**src/rtl/prog_counter.sv**
```systemverilog
// ---------------------------------------------------------------------------
// prog_counter
//
// Programmable up/down counter with three terminal-count behaviours:
//   mode 00 / 11 : wrap      (up -> 0, down -> limit at terminal)
//   mode 01      : saturate  (hold at terminal, flag every attempt)
//   mode 10      : one-shot  (IDLE -> RUN on load, RUN -> DONE at terminal)
//
// Priority each cycle is load > enable > hold. "Terminal" means
// count >= limit when counting up and count == 0 when counting down. limit
// and up_dn are used live, with no internal copy.
//
// Ports
//   clk        in   rising-edge clock
//   rst_n      in   asynchronous active-low reset
//   load       in   load data_in into count (wins over enable)
//   data_in    in   [WIDTH] load value, may exceed limit
//   enable     in   advance count by one step
//   up_dn      in   1 = count up, 0 = count down
//   mode       in   [2] counting behaviour, see above
//   limit      in   [WIDTH] inclusive upper terminal value
//   clr_flags  in   clears ovf (a same-cycle set wins)
//   count      out  [WIDTH] registered count
//   tc         out  one-cycle pulse after every terminal step
//   ovf        out  sticky overflow/underflow flag
//   done       out  one-shot finished (mode 10 only)
// ---------------------------------------------------------------------------
module prog_counter #(
  parameter int WIDTH   = 8,
  parameter int RST_VAL = 0
) (
  input  logic             clk,
  input  logic             rst_n,
  input  logic             load,
  input  logic [WIDTH-1:0] data_in,
  input  logic             enable,
  input  logic             up_dn,
  input  logic [1:0]       mode,
  input  logic [WIDTH-1:0] limit,
  input  logic             clr_flags,
  output logic [WIDTH-1:0] count,
  output logic             tc,
  output logic             ovf,
  output logic             done
);

  localparam logic [1:0]       MODE_SAT     = 2'b01;
  localparam logic [1:0]       MODE_ONESHOT = 2'b10;
  localparam logic [WIDTH-1:0] RST_VAL_W    = WIDTH'(RST_VAL);
  localparam logic [WIDTH-1:0] ONE_W        = {{(WIDTH-1){1'b0}}, 1'b1};

  typedef enum logic [1:0] {
    S_IDLE = 2'd0,
    S_RUN  = 2'd1,
    S_DONE = 2'd2
  } state_e;

  state_e           state_q, state_d;
  logic [WIDTH-1:0] count_q, count_d;
  logic             tc_q, tc_d;
  logic             ovf_q, ovf_d;
  logic             done_q, done_d;

  logic             terminal;
  logic             term_hit;   // an enabled step was attempted at terminal
  logic [WIDTH-1:0] step_val;

  // A value loaded above limit is terminal for the next up step.
  assign terminal = up_dn ? (count_q >= limit) : (count_q == '0);
  assign step_val = up_dn ? (count_q + ONE_W) : (count_q - ONE_W);

  always_comb begin
    count_d  = count_q;
    state_d  = state_q;
    term_hit = 1'b0;

    if (load) begin
      // Load never steps and never raises tc/ovf, even with enable high.
      count_d = data_in;
      if (mode == MODE_ONESHOT) begin
        state_d = S_RUN;
      end
    end else if (enable) begin
      case (mode)
        MODE_SAT: begin
          if (terminal) begin
            term_hit = 1'b1;
          end else begin
            count_d = step_val;
          end
        end
        MODE_ONESHOT: begin
          // IDLE and DONE ignore enable entirely.
          if (state_q == S_RUN) begin
            if (terminal) begin
              term_hit = 1'b1;
              state_d  = S_DONE;
            end else begin
              count_d = step_val;
            end
          end
        end
        default: begin
          // Wrap; the reserved encoding behaves identically.
          if (terminal) begin
            term_hit = 1'b1;
            count_d  = up_dn ? '0 : limit;
          end else begin
            count_d = step_val;
          end
        end
      endcase
    end

    // Leaving one-shot mode aborts any run in progress.
    if (mode != MODE_ONESHOT) begin
      state_d = S_IDLE;
    end

    tc_d   = term_hit;
    // Setting ovf takes precedence over a same-cycle clear.
    ovf_d  = term_hit | (ovf_q & ~clr_flags);
    done_d = (state_d == S_DONE);
  end

  always_ff @(posedge clk or negedge rst_n) begin
    if (!rst_n) begin
      state_q <= S_IDLE;
      count_q <= RST_VAL_W;
      tc_q    <= 1'b0;
      ovf_q   <= 1'b0;
      done_q  <= 1'b0;
    end else begin
      state_q <= state_d;
      count_q <= count_d;
      tc_q    <= tc_d;
      ovf_q   <= ovf_d;
      done_q  <= done_d;
    end
  end

  assign count = count_q;
  assign tc    = tc_q;
  assign ovf   = ovf_q;
  assign done  = done_q;

endmodule
```
**config.mk**
```make
export PLATFORM = sky130hd
export DESIGN_NAME = prog_counter
export DESIGN_NICKNAME = d
export VERILOG_FILES = /design/src/rtl/prog_counter.sv
export SDC_FILE = /design/constraint.sdc
export NUM_CORES = 1
export LEC_CHECK = 0
export CAP_MARGIN = 10
export CELL_PAD_IN_SITES_DETAIL_PLACEMENT = 1
export CELL_PAD_IN_SITES_GLOBAL_PLACEMENT = 2
export CORE_MARGIN = 5
export CORE_UTILIZATION = 31
export DETAILED_ROUTE_END_ITERATION = 8
export PLACE_DENSITY = 0.93
export SKIP_LAST_GASP = 1
export SYNTH_ARGS = -nofsm -noshare
export SYNTH_HDL_FRONTEND = slang
export SYNTH_SLANG_ARGS = --single-unit
```
**constraint.sdc**
```tcl
create_clock -name clk -period 4.1 [get_ports clk]
set_clock_uncertainty 0.05 [all_clocks]
set_input_delay 0.82 -clock clk [delete_from_list [all_inputs] [get_ports clk]]
set_output_delay 0.82 -clock clk [all_outputs]
set_load 0.05 [all_outputs]
```
# Word level (Yosys, flattened, before mapping)
# Index checks and enable logic that the tools add are counted.
[op_classes] add_sub_neg=2 n_lt_le_gt_ge=1 n_eq_ne=6 mux=21 bitwise=3 reduce_logical=3
[ops] operator="$mux 8" n=7
[ops] operator="$pmux 8 s2" n=1
[ops] operator="$mux 2" n=7
[ops] operator="$add 8x1->8 const B" n=1
[ops] operator="$ge 8x8->1" n=1
[ops] operator="$logic_not 8->1" n=1
[ops] operator="$sub 8x1->8 const B" n=1
[ops] operator="$mux 1" n=6
[ops] operator="$eq 2x1->1 const B" n=2
[ops] operator="$eq 2x2->1 const B" n=2
[ops] operator="$ne 3x2->1 const B" n=1
[ops] operator="$ne 2x2->1 const B" n=1
[ops] operator="$reduce_and 2->1" n=1
[ops] operator="$reduce_bool 2->1" n=1
[ops] operator="$and 1x1->1" n=1
[ops] operator="$not 1->1" n=1
[ops] operator="$or 1x1->1" n=1
[totals] reg_bits=13 inputBits=24 output_inout_bits=11 wordCells=41

# Longest topological paths before layout
# Gate-level depths: netlist of run 1.
[depth] word_depth=9 ltp_mapped=10 ltp_nobuf=9

# Least setup slack after synthesis of run 1
# No wires, ideal clock.
[synth_timing] path_type="input to register" startpoint="input limit[6]" endpoint="register count_q[4], in the netlist count[4]" setup_ns=0.125 arrival_time_ns=2.467 required_ns=3.925 slack_ns=1.457 stages=8 path_buffers=0 cell_sequence="inv_1 ha_1 a21o_1 a2111oi_4 a22oi_4 a21oi_4 nor2_2 mux2_4"
[synth_via] elab_chain_cells=7 elab_cells_between_ends=8 cone_classes="order compare (1); mux (7)"
[synth_lines] item="start: declaration" line="39" text="input logic [WIDTH-1:0] limit,"
[synth_lines] item="$ge 8x8->1 *" line="69" text="assign terminal = up_dn ? (count_q >= limit) : (count_q == '0);"
[synth_lines] item="$mux 1 *" line="69"
[synth_lines] item="$mux 8 (2 in series)"
[synth_lines] item="$pmux 8 s2 *" line="84" text="case (mode)"
[synth_lines] item="$mux 8 *" line="83" text="end else if (enable) begin"
[synth_lines] item="$mux 8 *" line="77" text="if (load) begin"
[synth_lines] item="end signal: assignment" line="135" text="count_q <= count_d;"
[synth_lines] item="end: declaration" line="59" text="logic [WIDTH-1:0] count_q, count_d;"
# Every way passes the cells marked *; elsewhere a longest branch is shown, timed or not. The select of a mux whose other input is x is not followed.
# A chain may end at the register's enable or synchronous reset.

# Worst setup path in the final report of run 1
[layout_timing] startpoint="input up_dn" endpoint="register count_q[6], in the netlist count[6]"
[layout_via] elab_chain_cells=6 elab_cells_between_ends=9 cone_classes="mux (9)"
[layout_lines] item="start: declaration" line="37" text="input logic up_dn,"
[layout_lines] item="$mux 8 or $mux 1 (tied branches)" line="70, 69"
[layout_lines] item="$mux 8" line="86, 95"
[layout_lines] item="$mux 8" line="94" text="if (state_q == S_RUN) begin"
[layout_lines] item="$pmux 8 s2 *" line="84"
[layout_lines] item="$mux 8 *" line="83"
[layout_lines] item="$mux 8 *" line="77"
# Marks and branches as above.

==> results of run 1 <==
-- power by group through the flow --
stage	Clock (mW)	Sequential, mW	Combinational (mW)
final	0.113	0.180	0.378
after global routing	0.123	0.181	0.408
after CTS	0.118	0.179	0.380
after detailed placement	0	0.182	0.377
after global placement	0	0.180	0.365
after floorplan	0	0.233	0.202
-- through the flow --
step,hold WS (ps),instances,util (%),power (mW)
6_report,449.2,229,42.76,0.6707
5_1_grt,489.6,229,42.76,0.7124
4_1_cts,462.9,229,42.76,0.6769
3_5_place_dp,445.9,225,41.65,0.5587
3_3_place_gp,409.7,225,41.65,0.5445
2_1_floorplan,463.6,145,-,0.4354
-- placed cells by master (no fill, tap or decap), types with 2 or more instances in the layout --
cell,instances
sky130_fd_sc_hd__xor2_1,2
sky130_fd_sc_hd__o21bai_1,2
sky130_fd_sc_hd__inv_1,13
sky130_fd_sc_hd__dfrtp_1,13
sky130_fd_sc_hd__nand2_1,11
sky130_fd_sc_hd__o21ai_0,7
sky130_fd_sc_hd__a31oi_1,2
sky130_fd_sc_hd__ha_1,15
sky130_fd_sc_hd__clkbuf_8,3
sky130_fd_sc_hd__clkdlybuf4s50_1,34
sky130_fd_sc_hd__nor4_1,3
sky130_fd_sc_hd__nand2b_1,3
sky130_fd_sc_hd__a21o_1,5
sky130_fd_sc_hd__a211oi_1,4
sky130_fd_sc_hd__a211o_1,2
sky130_fd_sc_hd__a21oi_1,10
sky130_fd_sc_hd__nand3_1,7
sky130_fd_sc_hd__nor2_1,9
sky130_fd_sc_hd__a2111oi_4,2
sky130_fd_sc_hd__mux2i_1,2
sky130_fd_sc_hd__xnor2_1,3
sky130_fd_sc_hd__mux2_4,2
sky130_fd_sc_hd__inv_2,2
-- cell type report --
| type | instances | area (sq um) | share of cell area (%) |
|---|---|---|---|
| Multi-Input combinational cell | 113 | 893.4 | 51.85 |
| Tap cell | 50 | 62.56 | 3.631 |
| Sequential cell | 13 | 325.3 | 18.88 |
| Inverter | 15 | 56.30 | 3.268 |
| Clock buffer | 4 | 45.04 | 2.614 |
| Timing Repair Buffer | 34 | 340.3 | 19.75 |
-- synthesized netlist by cell type, types with 2 or more instances --
cell                        count
sky130_fd_sc_hd__nand2b_1       3
sky130_fd_sc_hd__nor4_1         3
sky130_fd_sc_hd__mux2i_1        2
sky130_fd_sc_hd__a31oi_1        2
sky130_fd_sc_hd__buf_6          2
sky130_fd_sc_hd__inv_1         13
sky130_fd_sc_hd__a211o_1        2
sky130_fd_sc_hd__o21ai_0        7
sky130_fd_sc_hd__mux2_4         2
sky130_fd_sc_hd__o21bai_1       2
sky130_fd_sc_hd__xor2_1         2
sky130_fd_sc_hd__dfrtp_1       13
sky130_fd_sc_hd__nand2_1       11
sky130_fd_sc_hd__a211oi_1       4
sky130_fd_sc_hd__nand3_1        7
sky130_fd_sc_hd__xnor2_1        3
sky130_fd_sc_hd__nor2_1         9
sky130_fd_sc_hd__a21o_1         5
sky130_fd_sc_hd__inv_2          2
sky130_fd_sc_hd__ha_1          15
sky130_fd_sc_hd__a21oi_1       10
sky130_fd_sc_hd__a2111oi_4      2
-- cells by family (layout without fill, tap and decap cells) --
group                      Yosys count  in the layout
and+or+nand+nor                     42             42
DFF                                 13             13
muxes                                5              5
AOI/OAI and AO/OA                   45             45
adders and majority gates           16             16
xor gates and xnor gates             5              5
buffers and inverters               19             53
-- worst paths after layout --
kind	from	to	slack, ps	depth (start not counted)
min in group asynchronous	rst_n	count[7]	900	1
worst min register to register	ovf	ovf	450	1
worst max register to register	count[0]	count[5]	1320	9
worst max-delay path	up_dn	count[6]	750	10
max in group asynchronous	rst_n	count[2]	2720	1
worst min-delay path	ovf	ovf	450	1
-- metal layers --
layer | global-route usage [%] | up-vias | routed length, um
met4 | 2.372 | 0 | 36
met1 | 19.64 | 605 | 1785
met5 | 0 | - | 0
met3 | 3.738 | 4 | 211
met2 | 27.85 | 46 | 2060
li1 | - | 598 | -
-- registers in the layout, indices dropped and copies added, names as in the netlist --
| signal | flops |
|---|---|
| state_q | 2 |
| tc | 1 |
| ovf | 1 |
| done | 1 |
| count | 8 |
-- worst register-to-register path: cells and delay by family, from the launching register on --
family	cells	cell delay, ps
fa+ha+maj	1	280
compound gates	3	990
flops	1	480
buf+inv	1	120
simple gates	3	420
mux	1	330
==> metrics.txt, run 1 <==
# TYPE chip_impl_metric gauge
chip_impl_metric{name="std_cell_rows",unit=""} 23
chip_impl_metric{name="finalHoldViolations",unit=""} 0
chip_impl_metric{name="vias_in_the_first_global_route",unit=""} 1407
chip_impl_metric{name="timing.critical_path.buf_inv",unit=""} 2
chip_impl_metric{name="dp_hpwl",unit="um"} 3293
chip_impl_metric{name="floorplan.initialDensity",unit="%"} 32.42
chip_impl_metric{name="ant_nets",unit=""} 0
chip_impl_metric{name="post_route_cells_drive_above_1_share",unit="%"} 8.939
chip_impl_info{name="min_path_type",value="reg -> reg"} 1
chip_impl_metric{name="synth-xor-area-share",unit="%"} 3.352
chip_impl_metric{name="portBuffers",unit=""} 34
chip_impl_metric{name="synth-simple-area-share",unit="%"} 16.09
chip_impl_metric{name="comb_power_share",unit="%"} 56.4
chip_impl_metric{name="gp_congestion",unit=""} 0.8219
chip_impl_metric{name="final_max_slew_viol_count",unit=""} 0
chip_impl_metric{name="floorplan.die.width",unit="um"} 74.92
chip_impl_metric{name="num_io_pins",unit=""} 35
chip_impl_metric{name="h-tree-depth",unit=""} 1
chip_impl_metric{name="grt_pass1_wl",unit="um"} 6782
chip_impl_metric{name="post_synth_num_cell_types",unit=""} 46
chip_impl_metric{name="irDropWorstVdd",unit="V"} 0.0001188
chip_impl_metric{name="setup_viol",unit=""} 0
chip_impl_info{name="yosysTopAreaCell",value="sky130_fd_sc_hd__dfrtp_1"} 1
chip_impl_metric{name="synth_register_bits",unit=""} 13
chip_impl_info{name="path_delay_family",value="compound AO/OA/AOI/OAI gates"} 1
chip_impl_metric{name="largest_net_degree_at_the_start_of_global_routing",unit=""} 23
chip_impl_metric{name="synthArstFlopShare",unit="%"} 100.0
chip_impl_metric{name="sw_frac_of_total",unit="%"} 44.11
chip_impl_info{name="setup.worst_path.end_class",value="register"} 1
chip_impl_info{name="worst_path_max_delay_cell",value="sky130_fd_sc_hd__clkdlybuf4s50_1"} 1
chip_impl_metric{name="routed-via-count",unit=""} 1253
chip_impl_metric{name="drc_errors",unit=""} 0
chip_impl_metric{name="antenna_found_initial",unit=""} 0
chip_impl_metric{name="fp.dieH",unit="um"} 74.92
chip_impl_metric{name="syn_area",unit="sq um"} 1306
chip_impl_metric{name="post_cts.repair.setup_buffers",unit=""} 0
chip_impl_metric{name="grt_overflow",unit=""} 0
chip_impl_metric{name="pin_slew_with_the_least_headroom_to_its_limit",unit="ps"} 902.2
chip_impl_metric{name="num-nets-final",unit=""} 220
chip_impl_info{name="predominant_post_synthesis_flop_cell",value="sky130_fd_sc_hd__dfrtp_1"} 1
chip_impl_metric{name="power_leakage",unit="nW"} 0.7460
chip_impl_info{name="cts_tree",value="built"} 1
chip_impl_metric{name="setup_tns",unit="ps"} 0
chip_impl_metric{name="yosys.area_share.adder",unit="%"} 15.90
chip_impl_metric{name="synthCells",unit=""} 145
chip_impl_metric{name="power_dissipated_by_switching_net_loads",unit="mW"} 0.2958
chip_impl_metric{name="synth_largest_type_area_fraction",unit="%"} 24.90
chip_impl_metric{name="power_report.internal_total",unit="mW"} 0.3749
chip_impl_metric{name="cts_made_buffers",unit=""} 3
chip_impl_metric{name="ctsHoldBuffers",unit=""} 0
chip_impl_metric{name="post_drt_via_cell_ratio",unit=""} 5.472
chip_impl_metric{name="worst-path-max-fanout",unit=""} 10
chip_impl_metric{name="portion_of_total_power_attributed_to_sequential_cells",unit="%"} 26.8
chip_impl_info{name="timing.critical_path.from_type",value="input port"} 1
chip_impl_metric{name="standard_cell_area_after_detailed_placement",unit="sq um"} 1678
chip_impl_metric{name="setup_slack",unit="ps"} 745.7
chip_impl_metric{name="grt.total_usage",unit="%"} 15.70
chip_impl_metric{name="routed_wl",unit="um"} 4093
chip_impl_metric{name="required_time_at_the_endpoint_of_the_critical_path",unit="ps"} 4130
chip_impl_metric{name="synth.net_count",unit=""} 185
chip_impl_metric{name="max_slew_margin",unit="%"} 39.66
chip_impl_metric{name="core_area",unit="sq um"} 4029
chip_impl_info{name="critical_path_class",value="in -> reg"} 1
chip_impl_metric{name="finalCriticalPeriod",unit="ps"} 3354
chip_impl_info{name="ctsRootBufferMaster",value="sky130_fd_sc_hd__clkbuf_8"} 1
chip_impl_metric{name="max_freq",unit="MHz"} 298.1
chip_impl_metric{name="muxShareOfSynthArea",unit="%"} 4.693
chip_impl_metric{name="antenna-diode-count",unit=""} 0
chip_impl_metric{name="clk_transition_reported_paths",unit="ps"} 50
chip_impl_metric{name="worst_stage_delay_on_the_critical_path",unit="ps"} 610
chip_impl_metric{name="wl_per_cell",unit="um"} 17.87
chip_impl_metric{name="pre_cts_slack",unit="ps"} 519.3
chip_impl_metric{name="p_clk_share",unit="%"} 16.8
chip_impl_metric{name="min_period_over_period",unit="%"} 81.81
chip_impl_metric{name="postCtsResizedCells",unit=""} 0
chip_impl_metric{name="dieArea",unit="sq um"} 5612
chip_impl_info{name="synth_top_family_by_area",value="compound AO/OA/AOI/OAI gates"} 1
chip_impl_metric{name="max_cap_viol_count",unit=""} 0
chip_impl_metric{name="num-fill-cells",unit=""} 480
chip_impl_metric{name="yosysWarningCount",unit=""} 0
chip_impl_info{name="setup_repair_after_global_routing_missed_its_margin",value="false"} 1
chip_impl_metric{name="syn_area_per_cell",unit="sq um"} 9.009
chip_impl_metric{name="drt_iter0_drc",unit=""} 40
chip_impl_metric{name="synth-edff-count",unit=""} 0
chip_impl_metric{name="fraction_of_the_mapped_netlist_area_in_compound_gates",unit="%"} 28.35
chip_impl_metric{name="cellPowerDensity",unit="nW/um^2"} 389.3
chip_impl_metric{name="detail_route.first_pass.iterations",unit=""} 4
chip_impl_metric{name="arrival_time_of_data_at_the_critical_path_endpoint",unit="ps"} 3390
chip_impl_metric{name="fin_area",unit="sq um"} 1723
chip_impl_metric{name="area_delta_synth_final",unit="%"} 31.90
chip_impl_metric{name="clkLatencyLatePin",unit="ps"} 240
chip_impl_info{name="status",value="complete, no violations"} 1
chip_impl_info{name="synth_top_cells_by_area",value="sky130_fd_sc_hd__dfrtp_1 25%, sky130_fd_sc_hd__ha_1 14%, sky130_fd_sc_hd__a2111oi_4 4.2%, sky130_fd_sc_hd__a21oi_1 3.8%, sky130_fd_sc_hd__inv_1 3.7%"} 1
chip_impl_metric{name="synth.yosys.seq_area_share",unit="%"} 24.90
chip_impl_metric{name="cts_buffer_depth",unit=""} 2
chip_impl_metric{name="tritoncts_num_sinks",unit=""} 13
chip_impl_info{name="worstPathCellList",value="clkdlybuf4s50_1 -> inv_2 -> fa_1 -> a211oi_1 -> o21bai_1 -> a21oi_1 -> xor2_1 -> mux2i_1 -> nand2_1 -> o311ai_1"} 1
Note: power is estimated with default switching activity, not from simulation.
==> run 2, diff against run 1 <==
Settings changed: CORE_UTILIZATION 31 to 28, PLACE_DENSITY 0.93 to 0.85.
Clock period 4.1 ns to 3.1 ns, I/O delays scaled along.
==> metrics.txt, run 2 (synthesized netlist as in run 1, its figures left out) <==
# TYPE chip_impl_metric gauge
chip_impl_info{name="status",value="complete, no violations"} 1
chip_impl_metric{name="num_io_pins",unit=""} 35
chip_impl_metric{name="num-nets-final",unit=""} 231
chip_impl_metric{name="area_delta_synth_final",unit="%"} 38.41
chip_impl_metric{name="min_period_over_period",unit="%"} 93.84
chip_impl_metric{name="irDropWorstVdd",unit="V"} 0.0001736
chip_impl_metric{name="grt_pass1_wl",unit="um"} 7610
chip_impl_metric{name="place.detailed.instances",unit=""} 238
chip_impl_info{name="most_common_cell_after_layout_fill_and_taps_aside",value="sky130_fd_sc_hd__clkdlybuf4s50_1"} 1
chip_impl_metric{name="cellPowerDensity",unit="nW/um^2"} 509.4
chip_impl_metric{name="routed-via-count",unit=""} 1306
chip_impl_info{name="timing.critical_path.from_type",value="input port"} 1
chip_impl_info{name="rr_endpoint",value="count[5]"} 1
chip_impl_metric{name="pin_slew_with_the_least_headroom_to_its_limit",unit="ps"} 632.6
chip_impl_metric{name="drt_iter0_drc",unit=""} 32
chip_impl_metric{name="h-tree-depth",unit=""} 1
chip_impl_metric{name="drc_errors",unit=""} 0
chip_impl_metric{name="max_cap_viol_count",unit=""} 0
chip_impl_metric{name="wl_per_cell",unit="um"} 18.10
chip_impl_metric{name="floorplan.initialDensity",unit="%"} 29.39
chip_impl_info{name="worstSetupStartpoint",value="limit[6]"} 1
chip_impl_metric{name="post_route_cells_drive_above_1_share",unit="%"} 14.21
chip_impl_metric{name="power_leakage",unit="nW"} 0.8004
chip_impl_metric{name="floorplan.die.width",unit="um"} 78.30
chip_impl_metric{name="setup_viol",unit=""} 0
chip_impl_info{name="ctsRootBufferMaster",value="sky130_fd_sc_hd__clkbuf_8"} 1
chip_impl_metric{name="dieArea",unit="sq um"} 6131
chip_impl_metric{name="largest_net_degree_at_the_start_of_global_routing",unit=""} 15
chip_impl_metric{name="clk_transition_reported_paths",unit="ps"} 50
chip_impl_info{name="critical_path_class",value="in -> reg"} 1
chip_impl_metric{name="worstHoldPathCells",unit=""} 1
chip_impl_metric{name="grt_overflow",unit=""} 0
chip_impl_metric{name="vias_in_the_first_global_route",unit=""} 1540
chip_impl_metric{name="core_area",unit="sq um"} 4444
chip_impl_metric{name="largest_reg_flops",unit=""} 8
chip_impl_metric{name="fp.dieH",unit="um"} 78.30
chip_impl_metric{name="std_cell_rows",unit=""} 24
chip_impl_metric{name="tritoncts_num_sinks",unit=""} 13
chip_impl_metric{name="standard_cell_area_after_detailed_placement",unit="sq um"} 1763
chip_impl_metric{name="arrival_time_of_data_at_the_critical_path_endpoint",unit="ps"} 2990
chip_impl_metric{name="antenna-diode-count",unit=""} 0
chip_impl_metric{name="fin_area",unit="sq um"} 1808
chip_impl_metric{name="post_drt_via_cell_ratio",unit=""} 5.397
chip_impl_metric{name="max_freq",unit="MHz"} 343.7
chip_impl_metric{name="detail_route.first_pass.iterations",unit=""} 4
chip_impl_info{name="min_path_type",value="reg -> reg"} 1
chip_impl_metric{name="postCtsResizedCells",unit=""} 0
chip_impl_info{name="setup.worst_path.end_class",value="register"} 1
chip_impl_metric{name="setup_tns",unit="ps"} 0
chip_impl_metric{name="ant_nets",unit=""} 0
chip_impl_info{name="hold_end",value="ovf"} 1
chip_impl_metric{name="gp_congestion",unit=""} 0.8343
chip_impl_metric{name="final_cell_count_no_fill",unit=""} 242
chip_impl_metric{name="worst-r2r-setup-slack",unit="ps"} 440
chip_impl_metric{name="max_slew_margin",unit="%"} 57.69
chip_impl_metric{name="finalHoldViolations",unit=""} 0
chip_impl_metric{name="antenna_found_initial",unit=""} 0
chip_impl_metric{name="ff2ff_path_depth",unit=""} 9
chip_impl_metric{name="finalCriticalPeriod",unit="ps"} 2909
chip_impl_metric{name="ctsHoldBuffers",unit=""} 0
chip_impl_metric{name="portBuffers",unit=""} 34
chip_impl_metric{name="grt.total_usage",unit="%"} 15.36
chip_impl_metric{name="final_max_slew_viol_count",unit=""} 0
chip_impl_info{name="timing.rr.start",value="count[0]"} 1
chip_impl_metric{name="cts_made_buffers",unit=""} 3
chip_impl_metric{name="cts_buffer_depth",unit=""} 2
chip_impl_metric{name="dp_hpwl",unit="um"} 3580
chip_impl_metric{name="power.total",unit="mW"} 0.9211
chip_impl_metric{name="routed_wl",unit="um"} 4380
chip_impl_metric{name="required_time_at_the_endpoint_of_the_critical_path",unit="ps"} 3180
chip_impl_metric{name="worst-path-max-fanout",unit=""} 11
chip_impl_info{name="setup_repair_after_global_routing_missed_its_margin",value="false"} 1
chip_impl_info{name="most-common-layout-cells",value="34 x sky130_fd_sc_hd__clkdlybuf4s50_1, 15 x sky130_fd_sc_hd__ha_1, 13 x sky130_fd_sc_hd__inv_1, 13 x sky130_fd_sc_hd__dfrtp_1"} 1
chip_impl_metric{name="clkLatencyLatePin",unit="ps"} 240
chip_impl_info{name="cts_tree",value="built"} 1
chip_impl_info{name="min-delay-start",value="ovf"} 1
chip_impl_metric{name="post_cts.repair.setup_buffers",unit=""} 0
-- run 2: cell types whose count changed in the layout (fill, tap and decap cells not counted) --
| cell | delta |
|---|---|
| sky130_fd_sc_hd__buf_4 | +11 |
-- run 2: cell type report --
type                            instances  area [sq um]
Inverter                               15         56.30
Tap cell                               52         65.06
Fill cell                             541          2636
Multi-Input combinational cell        113         893.4
Timing Repair Buffer                   45         422.9
Clock buffer                            4         45.04
Sequential cell                        13         325.3
-- run 2: worst max-delay path, cell delays in order --
cell	delay [ps]
sky130_fd_sc_hd__clkdlybuf4s50_1	490
sky130_fd_sc_hd__inv_1	50
sky130_fd_sc_hd__ha_1	290
sky130_fd_sc_hd__nand3_1	150
sky130_fd_sc_hd__a211o_1	300
sky130_fd_sc_hd__a22oi_4	420
sky130_fd_sc_hd__a21oi_4	110
sky130_fd_sc_hd__nor2_2	230
sky130_fd_sc_hd__mux2_4	320
-- run 2: per-layer routing --
layer | part of all wire [%] | track usage, %
met1 | 44 | 18.09
met2 | 51 | 28.42
met3 | 3.9 | 3.318
met4 | 0.98 | 3.497
met5 | 0 | 0
-- run 2: worst max-delay path by stage --
stage | depth (start not counted) | slack, ps | to
2_1_floorplan | 9 | 470 | count[4]
3_3_place_gp | 10 | -3 | count[3]
3_5_place_dp | 10 | -60 | count[3]
4_1_cts | 10 | 190 | count[3]
5_1_grt | 10 | 80 | count[3]
6_report | 9 | 190 | count[5]
-- run 2: report_power, final --
group	leakage (nW)	internal, mW	switching, mW	total (mW)
Clock	0.0228	0.0909	0.0633	0.154
Combinational	0.613	0.232	0.297	0.529
Sequential	0.164	0.194	0.0440	0.238
-- run 2: per-stage QoR --
| stage | worst slack, ps | util [%] | hold slack, ps |
|---|---|---|---|
| detailed placement | -58.73 | 39.67 | 418.8 |
| CTS | 193.1 | 40.68 | 431.7 |
| global route | 77.08 | 40.68 | 455.9 |
| finish | 190.8 | 40.68 | 424.4 |
| global placement | -3.473 | 39.67 | 408.2 |
| floorplan | 472.4 | - | 274.4 |
